<file path="config.mk">
export PLATFORM = sky130hd
export DESIGN_NAME = pipe_alu_fwd
export DESIGN_NICKNAME = d
export VERILOG_FILES = /design/src/rtl/pipe_alu_fwd_pkg.sv /design/src/rtl/pipe_alu_fwd_alu.sv /design/src/rtl/pipe_alu_fwd.sv
export SDC_FILE = /design/constraint.sdc
export NUM_CORES = 2
export LEC_CHECK = 0
export ABC_AREA = 0
export CAP_MARGIN = 20
export CORE_MARGIN = 5
export CORE_UTILIZATION = 36
export DETAILED_ROUTE_END_ITERATION = 7
export GPL_TIMING_DRIVEN = 1
export HOLD_SLACK_MARGIN = 0.03
export MAX_ROUTING_LAYER = met4
export PLACE_DENSITY = 0.55
export SLEW_MARGIN = 30
export SYNTH_ARGS = -nofsm -noshare
export SYNTH_HDL_FRONTEND = slang
export SYNTH_SLANG_ARGS = --single-unit
</file>
<file path="constraint.sdc">
create_clock -name clk -period 4.8 [get_ports clk]
set_clock_uncertainty 0.05 [all_clocks]
set_input_delay 0.96 -clock clk [delete_from_list [all_inputs] [get_ports clk]]
set_output_delay 0.96 -clock clk [all_outputs]
set_load 0.1 [all_outputs]
</file>
<file path="src/rtl/pipe_alu_fwd_pkg.sv">
// -----------------------------------------------------------------------------
// pipe_pkg
// Shared definitions for the pipelined ALU datapath (pipe_alu_fwd):
//   - opcode class constants (bits [31:29] of the instruction word)
//   - function-code constants (bits [28:26])
//   - instruction field bit positions
//   - decoded-instruction struct and the decode helper
// No ports (package).
// -----------------------------------------------------------------------------
package pipe_pkg;

   // Opcode class: [31:30] must be 01, [29] selects immediate form
   localparam logic [2:0] OPC_R = 3'b010;
   localparam logic [2:0] OPC_I = 3'b011;

   // Function codes
   localparam logic [2:0] FN_NOP = 3'b000;
   localparam logic [2:0] FN_NOT = 3'b001;
   localparam logic [2:0] FN_ADD = 3'b010;
   localparam logic [2:0] FN_SUB = 3'b011;
   localparam logic [2:0] FN_OR  = 3'b100;
   localparam logic [2:0] FN_AND = 3'b101;
   localparam logic [2:0] FN_SLT = 3'b110;
   localparam logic [2:0] FN_XOR = 3'b111;

   // Instruction field positions
   localparam int OPC_MSB = 31;
   localparam int OPC_LSB = 29;
   localparam int FN_MSB  = 28;
   localparam int FN_LSB  = 26;
   localparam int RD_MSB  = 25;
   localparam int RD_LSB  = 21;
   localparam int RS_MSB  = 20;
   localparam int RS_LSB  = 16;
   localparam int RT_MSB  = 15;
   localparam int RT_LSB  = 11;
   localparam int IMM_MSB = 15;
   localparam int IMM_LSB = 0;

   typedef struct packed {
      logic        valid;
      logic        is_imm;
      logic [2:0]  fn;
      logic [4:0]  rd;
      logic [4:0]  rs;
      logic [4:0]  rt;
      logic [15:0] imm;
   } dec_instr_t;

   // Anything outside the two legal opcode classes, and function 000,
   // decodes as a NOP (valid cleared, so nothing is produced or written).
   function automatic dec_instr_t decode_instr(input logic [31:0] instr,
                                               input logic        issued);
      dec_instr_t d;
      logic [2:0] opc;
      opc      = instr[OPC_MSB:OPC_LSB];
      d.fn     = instr[FN_MSB:FN_LSB];
      d.rd     = instr[RD_MSB:RD_LSB];
      d.rs     = instr[RS_MSB:RS_LSB];
      d.rt     = instr[RT_MSB:RT_LSB];
      d.imm    = instr[IMM_MSB:IMM_LSB];
      d.is_imm = (opc == OPC_I);
      d.valid  = issued && ((opc == OPC_R) || (opc == OPC_I)) && (d.fn != FN_NOP);
      return d;
   endfunction

endpackage

</file>
<file path="src/rtl/pipe_alu_fwd_alu.sv">
// -----------------------------------------------------------------------------
// pipe_alu
// Purely combinational ALU for pipe_alu_fwd. Arithmetic wraps modulo
// 2^DATA_W; no flags are produced.
//   fn : function code (FN_* from pipe_pkg)
//   a  : operand A (rs)
//   b  : operand B (rt or zero-extended immediate); ignored by NOT
//   y  : result
// -----------------------------------------------------------------------------
module pipe_alu
   import pipe_pkg::*;
#(
   parameter int DATA_W = 32
) (
   input  logic [2:0]        fn,
   input  logic [DATA_W-1:0] a,
   input  logic [DATA_W-1:0] b,
   output logic [DATA_W-1:0] y
);

   always_comb begin
      y = '0;
      case (fn)
         FN_NOT:  y = ~a;
         FN_ADD:  y = a + b;
         FN_SUB:  y = a - b;
         FN_OR:   y = a | b;
         FN_AND:  y = a & b;
         FN_SLT:  y[0] = ($signed(a) < $signed(b));
         FN_XOR:  y = a ^ b;
         default: y = '0;
      endcase
   end

endmodule

</file>
<file path="src/rtl/pipe_alu_fwd.sv">
// -----------------------------------------------------------------------------
// pipe_alu_fwd
// Three-register pipelined ALU datapath (IF/ID -> ID/EX -> EX/WB, then a
// register-file write one edge later). One instruction per clock, no stalls.
// Optional macro PIPE_FWD_EN enables the EX/WB bypass at decode; without it
// decode reads the register file only (dependent instructions need two
// intervening issue slots).
//   clk         : rising-edge clock
//   rst         : synchronous active-high reset
//   InstrIn     : instruction word, sampled when WriteEnable=1
//   WriteEnable : 1 = issue InstrIn, 0 = insert bubble
//   ALUOut      : registered result of the instruction in WB
//   ALUValid    : ALUOut holds a new valid result this cycle
//   DbgAddr     : debug register-file read address
//   DbgData     : combinational register read, 0 when DbgAddr >= NREG
// -----------------------------------------------------------------------------
module pipe_alu_fwd
   import pipe_pkg::*;
#(
   parameter int DATA_W = 32,
   parameter int NREG   = 32
) (
   input  logic              clk,
   input  logic              rst,
   input  logic [31:0]       InstrIn,
   input  logic              WriteEnable,
   output logic [DATA_W-1:0] ALUOut,
   output logic              ALUValid,
   input  logic [4:0]        DbgAddr,
   output logic [DATA_W-1:0] DbgData
);

   localparam int RA_W = $clog2(NREG);

   function automatic logic addr_ok(input logic [4:0] addr);
      return int'(addr) < NREG;
   endfunction

   // Pipeline state
   logic [31:0]       ifid_instr_q;
   logic              ifid_valid_q;
   logic              idex_valid_q;
   logic              idex_we_q;
   logic [2:0]        idex_fn_q;
   logic [4:0]        idex_rd_q;
   logic [DATA_W-1:0] idex_a_q;
   logic [DATA_W-1:0] idex_b_q;
   logic [DATA_W-1:0] alu_out_q;
   logic              exwb_valid_q;
   logic              exwb_we_q;
   logic [4:0]        exwb_rd_q;
   logic [DATA_W-1:0] rf_q [NREG];

   dec_instr_t        dec;
   logic [DATA_W-1:0] rs_rf;
   logic [DATA_W-1:0] rt_rf;
   logic [DATA_W-1:0] op_a_d;
   logic [DATA_W-1:0] op_b_d;
   logic [DATA_W-1:0] alu_y;
   logic [DATA_W-1:0] alu_out_d;
   logic              idex_we_d;

   assign dec       = decode_instr(ifid_instr_q, ifid_valid_q);
   // Only in-range destinations write, and so only they may be bypassed:
   // an out-of-range source must still read as zero.
   assign idex_we_d = dec.valid && addr_ok(dec.rd);

   always_comb begin
      rs_rf = '0;
      rt_rf = '0;
      if (addr_ok(dec.rs)) rs_rf = rf_q[dec.rs[RA_W-1:0]];
      if (addr_ok(dec.rt)) rt_rf = rf_q[dec.rt[RA_W-1:0]];
   end

   // Operand selection. The EX result takes priority over WB because it is
   // the younger producer. The WB bypass also hides the same-edge register
   // write, so no write-through path is needed in the register file.
   always_comb begin
      op_a_d = rs_rf;
      op_b_d = dec.is_imm ? DATA_W'(dec.imm) : rt_rf;
`ifdef PIPE_FWD_EN
      if (idex_we_q && (idex_rd_q == dec.rs))
         op_a_d = alu_y;
      else if (exwb_we_q && (exwb_rd_q == dec.rs))
         op_a_d = alu_out_q;
      if (!dec.is_imm) begin
         if (idex_we_q && (idex_rd_q == dec.rt))
            op_b_d = alu_y;
         else if (exwb_we_q && (exwb_rd_q == dec.rt))
            op_b_d = alu_out_q;
      end
`endif
   end

   pipe_alu #(.DATA_W(DATA_W)) u_alu (
      .fn (idex_fn_q),
      .a  (idex_a_q),
      .b  (idex_b_q),
      .y  (alu_y)
   );

   // A bubble leaves the previous result visible on ALUOut.
   assign alu_out_d = idex_valid_q ? alu_y : alu_out_q;

   always_ff @(posedge clk) begin
      if (rst) begin
         ifid_instr_q <= '0;
         ifid_valid_q <= 1'b0;
         idex_valid_q <= 1'b0;
         idex_we_q    <= 1'b0;
         idex_fn_q    <= FN_NOP;
         idex_rd_q    <= '0;
         idex_a_q     <= '0;
         idex_b_q     <= '0;
         alu_out_q    <= '0;
         exwb_valid_q <= 1'b0;
         exwb_we_q    <= 1'b0;
         exwb_rd_q    <= '0;
      end else begin
         ifid_instr_q <= InstrIn;
         ifid_valid_q <= WriteEnable;
         idex_valid_q <= dec.valid;
         idex_we_q    <= idex_we_d;
         idex_fn_q    <= dec.fn;
         idex_rd_q    <= dec.rd;
         idex_a_q     <= op_a_d;
         idex_b_q     <= op_b_d;
         alu_out_q    <= alu_out_d;
         exwb_valid_q <= idex_valid_q;
         exwb_we_q    <= idex_we_q;
         exwb_rd_q    <= idex_rd_q;
      end
   end

   // Register file: cleared by reset, written from WB one edge after the
   // result appears on ALUOut.
   always_ff @(posedge clk) begin
      if (rst) begin
         for (int i = 0; i < NREG; i++) rf_q[i] <= '0;
      end else if (exwb_we_q) begin
         rf_q[exwb_rd_q[RA_W-1:0]] <= alu_out_q;
      end
   end

   assign ALUOut   = alu_out_q;
   assign ALUValid = exwb_valid_q;
   assign DbgData  = addr_ok(DbgAddr) ? rf_q[DbgAddr[RA_W-1:0]] : '0;

endmodule

</file>
# Word-level counts from Yosys, hierarchy flattened
# Memories as Yosys holds them, arrays and structs flattened. A register that Yosys moved wholly into a read port is not among the register bits.
# Index checks and enable logic that the tools add are counted.
[word_totals] regBits=112 ramBits=1024 inputBits=40 out_inout_bits=65 wordCells=45 n_memories=1
[op_classes] n_addsub=2 order_cmp=1 eq_ne=9 muxes=12 bitwise=4 n_reduce_logical=6
[mem_list] memory="rf_q" words=32 width=32 read_ports=3 rd_ports_with_merged_regs=2 wr=32 line_no="pipe_alu_fwd.sv:52" text="logic [DATA_W-1:0] rf_q [NREG];"
[op_table] operator="31-bit one-hot mux with 6 select lines" n=1
[op_table] operator="32-bit adder" n=1
[op_table] operator="32-bit AND" n=1
[op_table] operator="32-bit less-than comparator" n=1
[op_table] operator="32-bit 2-to-1 mux" n=1
[op_table] operator="32-bit NOT" n=1
[op_table] operator="32-bit OR" n=1
[op_table] operator="32-bit OR reduction" n=1
[op_table] operator="32-bit subtractor" n=1
[op_table] operator="32-bit bitwise XOR" n=1
[op_table] operator="16-bit 2-to-1 mux" n=1
[op_table] operator="3-bit by 2-bit == test with 1-bit output, second input constant" n=4
[op_table] operator="3-bit == test, second input constant" n=4
[op_table] operator="5-bit 2-to-1 mux" n=2
[op_table] operator="1-bit one-hot mux with 7 select lines" n=1
[op_table] operator="1-bit 2-to-1 mux" n=6
[op_table] operator="3-bit by 1-bit == test with 1-bit output, second input constant" n=1
[op_table] operator="3-bit nonzero test" n=1
[op_table] operator="1-bit logical AND" n=2
[op_table] operator="2-bit OR reduction" n=1
[op_table] operator="1-bit logical OR" n=1

# Longest topological paths before layout
[depth] depth_word=5 mapped_depth=13 mapped_depth_nobuf=13

# Modules after synthesis
# Synthesis repeated with hierarchy kept, for this count alone.
[hier_totals] hier_cells=5120 hier_area_um2=72251.8
[modules_own_cells] mod="pipe_alu_fwd" n_inst=1 cells_per_inst=4239 area_per_inst_um2=66387.4 seq_area_each_um2=33632.3
[modules_own_cells] mod="pipe_alu" n_inst=1 cells_per_inst=881 area_per_inst_um2=5864.4 seq_area_each_um2=0.0

# Worst setup path before layout
# OpenSTA, ideal clock, no wires.
[synth_path] path_kind="in2out" from="input port DbgAddr[0]" to="output port DbgData[0]" arrival_time_ps=3395 t_required_ps=3790 setup_slack_ps=395 stages=6 n_path_buf=3 path_cell_list="clkbuf_1 -> clkbuf_1 -> buf_1 -> mux4_2 -> mux4_2 -> mux2_2"
[synth_via] elab_chain_len=1
[synth_lines] item="from (decl)" line_no="pipe_alu_fwd.sv:29" text="input logic [4:0] DbgAddr,"
[synth_lines] item="memory 32 x 32 bit"
[synth_lines] item="to (decl)" line_no="pipe_alu_fwd.sv:30" text="output logic [DATA_W-1:0] DbgData"
# No other way between the ends.

# Final worst setup path
[layout_path] from="input port DbgAddr[0]" to="output port DbgData[27]"
# Same word-level chain as after synthesis.

==> metrics.md <==
| Metric | Value |
|---|---|
| Initial DRC Count | 6543 |
| Post-Synthesis Cell Area | 0.0716 mm^2 |
| Setup-failing EPs final | 0 |
| Synth-to-Final Area Change | 14.1% |
| Max incr delay on CP | 0.52 ns |
| Clock tree from TritonCTS | done |
| Max-slew violations | 0 |
| Core region area | 0.198 mm^2 |
| Height of the die | 456 um |
| Worst endpoint data arrival time | 3.38 ns |
| Async set or reset register ratio after synthesis | 0% |
| GR Overflow Total | 0 |
| Average vias per placed instance | 6.24 |
| Actual transition at the worst max-transition pin | 1.04 ns |
| Cells traversed along the worst timing path | buf_8 > buf_12 > buf_12 > mux4_2 > mux4_2 > mux2_2 > buf_12 |
| Critical path launch point type | input pin |
| First-pass GRT wire length | 380000 um |
| Area of the die | 0.208 mm^2 |
| F_max | 0.228 GHz |
| Worst r2r src | idex_a_q[0]$_SDFF_PP0_ |
| Clk Tree Root Cell | clkbuf_16 |
| Clock buffers created by TritonCTS | 133 |
| PortBufs | 104 |
| Area after DPL | 0.0775 mm^2 |
| Final hold vios | 0 |
| CP dominant cell by count | buf_12 |
| Psw | 7330 uW |
| Worst hold slack after final layout | 0.393 ns |
| Worst path slowest cell | mux4_2 |
| Period utilization | 91.5% |
| Detailed-placement wirelength estimate | 175000 um |
| Die span in x | 456 um |
| Critical Path Source | DbgAddr[0] |
| Residual DRC | 0 |
| Fraction of layout cells with a size suffix above 1 | 32.0% |
| Vias after detailed routing | 47700 |
| Critical-path maximum fanout | 24 |
| Number of synthesized flops with an enable pin | 1024 |
| Power density of the placed cells | 323 mW/mm^2 |
| Share of total power in sequential cells | 44.5% |
| Crit Path Category | in -> out |
| Std-Cell Rows | 163 |
| Post-synthesis register bit count | 1168 |
| Routed wirelength normalized by instance count | 35.7 um |
| Number of buffers inserted for hold repair after clock tree synthesis | 0 |
| Standby leakage power | 0.0281 uW |
| Min-Delay Startpoint | ifid_instr_q[25]$_SDFF_PP0_ |
| Run status | finished clean |
| Layout Utilization | 41.4% |
| Synthesized area per cell | 14.7 um^2 |
| Clock-pin slew of the registers on the worst-case setup and hold paths | 0.06 ns |
| Global-route total usage across every layer | 26.5% |
| Sequential cell area fraction in the yosys report | 46.9% |
| Switching part of the total | 27.8% |
| Number of instances resized during post-cts repair | 0 |
| Worst EP required | 3.79 ns |
| Clk pwr share | 38.6% |
| First-pass DRT Iterations | 5 |
| Count of unique library cells instantiated by Yosys | 80 |
| Number of instances in the synthesized netlist | 4878 |
| Most common cell after layout, fill and taps aside | and2_1 |
| Number of global-route vias before repair | 47400 |
| H-Tree Level Count | 4 |
| Endpoint kind of the worst setup timing path | primary output |
| Unrepaired setup endpoints after global routing | false |
| Top-level port count | 105 |
| Final Net Count | 5030 |
| Max Root-Sink Buffers | 3 |
| Pin count of the biggest net entering global routing | 65 |
| Clock latency of the later-clocked register in the worst-skew pair | 0.82 ns |
| MaxCap Viol Count | 0 |
| Cell area after layout | 0.0817 mm^2 |
| Aggregate routed wire length | 272000 um |
| Cell internal pwr | 19100 uW |
| Clk sinks | 1168 |
| Final total negative setup slack | 0 ns |
| Syn. warnings | 0 |
| Initial antenna violation count | 29 |
| Hold Crit Class | reg -> reg |
| Leading cell types in the layout, fill and taps excluded | and2_1, edfxtp_1, mux4_2, buf_4, nor2_1 |
| Proportion of power drawn by combinational gates | 16.9% |
| Number of nets in the synthesized netlist | 5024 |
| Final ANT Viol Nets | 0 |
| Final critical-path required period | 4.39 ns |
| Relative slew margins | 30.4% |
| Placer's final routability congestion estimate | 0.937 |
| Setup repair bufs after CTS | 0 |
| Most instantiated flip-flop cell in the synthesis netlist | edfxtp_1 |
| Starting Density | 36.2% |
| VDD IR-drop max | 0.000406 V |
==> power by group through the flow <==
stage / Sequential [uW] / Combinational (uW) / Clock (uW)
after floorplan: 11800 / 2890 / 0
after global placement: 12000 / 4400 / 0
after detailed placement: 12000 / 4430 / 0
after CTS: 11800 / 4440 / 10300
after global routing: 11800 / 4660 / 10700
final: 11800 / 4470 / 10200
==> area by class of cell <==
type / instances / area, um^2
clock inverter: 69 / 599
fill: 17700 / 116000
multi-input combinational: 3108 / 36000
inverter: 102 / 383
timing repair buffer: 371 / 4150
antenna: 10 / 25.0
tap: 2640 / 3300
sequential: 1168 / 33700
clock buffer: 168 / 3650
==> flip-flops by register name, summed over array words and instances, names as in the netlist <==
register / cells
rf_q: 1024
ALUOut: 32
idex_a_q: 32
idex_b_q: 32
ifid_instr_q: 32
exwb_rd_q: 5
idex_rd_q: 5
idex_fn_q: 3
exwb_we_q: 1
idex_we_q: 1
ifid_valid_q: 1
==> path summary, 6_finish.rpt <==
check	to	cells after the start	slack (ns)
max	DbgData[27]	7	0.41
min	idex_rd_q[4]$_SDFF_PP0_	1	0.39
max reg2reg	ALUOut[28]$_SDFFE_PP0P_	11	0.59
min reg2reg	idex_rd_q[4]$_SDFF_PP0_	1	0.39
==> synth_stat cells (7+ instances only) <==
| cell | count | area (um^2) |
|---|---|---|
| and2_1 | 1027 | 6420 |
| edfxtp_1 | 1024 | 30700 |
| mux4_2 | 960 | 21600 |
| clkbuf_1 | 387 | 1450 |
| nor2_1 | 196 | 736 |
| dfxtp_1 | 144 | 2880 |
| a21oi_1 | 108 | 541 |
| ha_1 | 104 | 1300 |
| inv_1 | 100 | 375 |
| nand2_1 | 94 | 353 |
| buf_1 | 93 | 349 |
| mux2i_1 | 68 | 681 |
| o21ai_0 | 60 | 300 |
| nor2b_1 | 55 | 344 |
| or2_2 | 38 | 238 |
| mux2_2 | 32 | 360 |
| a211oi_1 | 29 | 218 |
| o211ai_1 | 26 | 195 |
| nor3_1 | 23 | 115 |
| o22ai_1 | 23 | 144 |
| a21o_1 | 21 | 158 |
| buf_2 | 19 | 95.1 |
| nand3_1 | 19 | 95.1 |
| o21bai_1 | 18 | 135 |
| nand2b_1 | 12 | 75.1 |
| nor4_1 | 12 | 75.1 |
| a31oi_1 | 11 | 68.8 |
| or3_1 | 11 | 68.8 |
| a221oi_1 | 10 | 87.6 |
| o221ai_1 | 10 | 87.6 |
| nand4_1 | 9 | 56.3 |
| o31ai_1 | 8 | 60.1 |
| and3_1 | 7 | 43.8 |
| o31a_1 | 7 | 61.3 |
==> critical path, delay by kind of cell <==
kind	cells	cell delay (ns)
mux	3	1.35
buf+inv	4	0.96
==> routing by layer <==
layer | wire length, um | GRT usage [%]
met1 | 102000 | 33.2
met5 | 0 | -
met4 | 12900 | 10.8
met3 | 26100 | 5.69
met2 | 131000 | 42.0
==> metrics by stage <==
| stage | setup WS (ns) | total power [uW] | cells |
|---|---|---|---|
| 2_1_floorplan | 0.395 | 14700 | 4878 |
| 6_report | 0.410 | 26400 | 7636 |
| 3_5_place_dp | 0.416 | 16400 | 7389 |
| 3_3_place_gp | 0.420 | 16400 | 7387 |
| 4_1_cts | 0.409 | 26500 | 7626 |
| 5_1_grt | 0.327 | 27200 | 7631 |
==> logic make-up after synthesis <==
| family | share of synthesized area, % |
|---|---|
| adders and majority gates | 1.87 |
| xor gates and xnor gates | 0.0734 |
| buffers and inverters | 3.19 |
| muxes | 31.7 |
| and+or+nand+nor | 12.2 |
| DFF | 46.9 |
| AOI/OAI and AO/OA | 4.04 |
(Power assumes the default switching activity.)
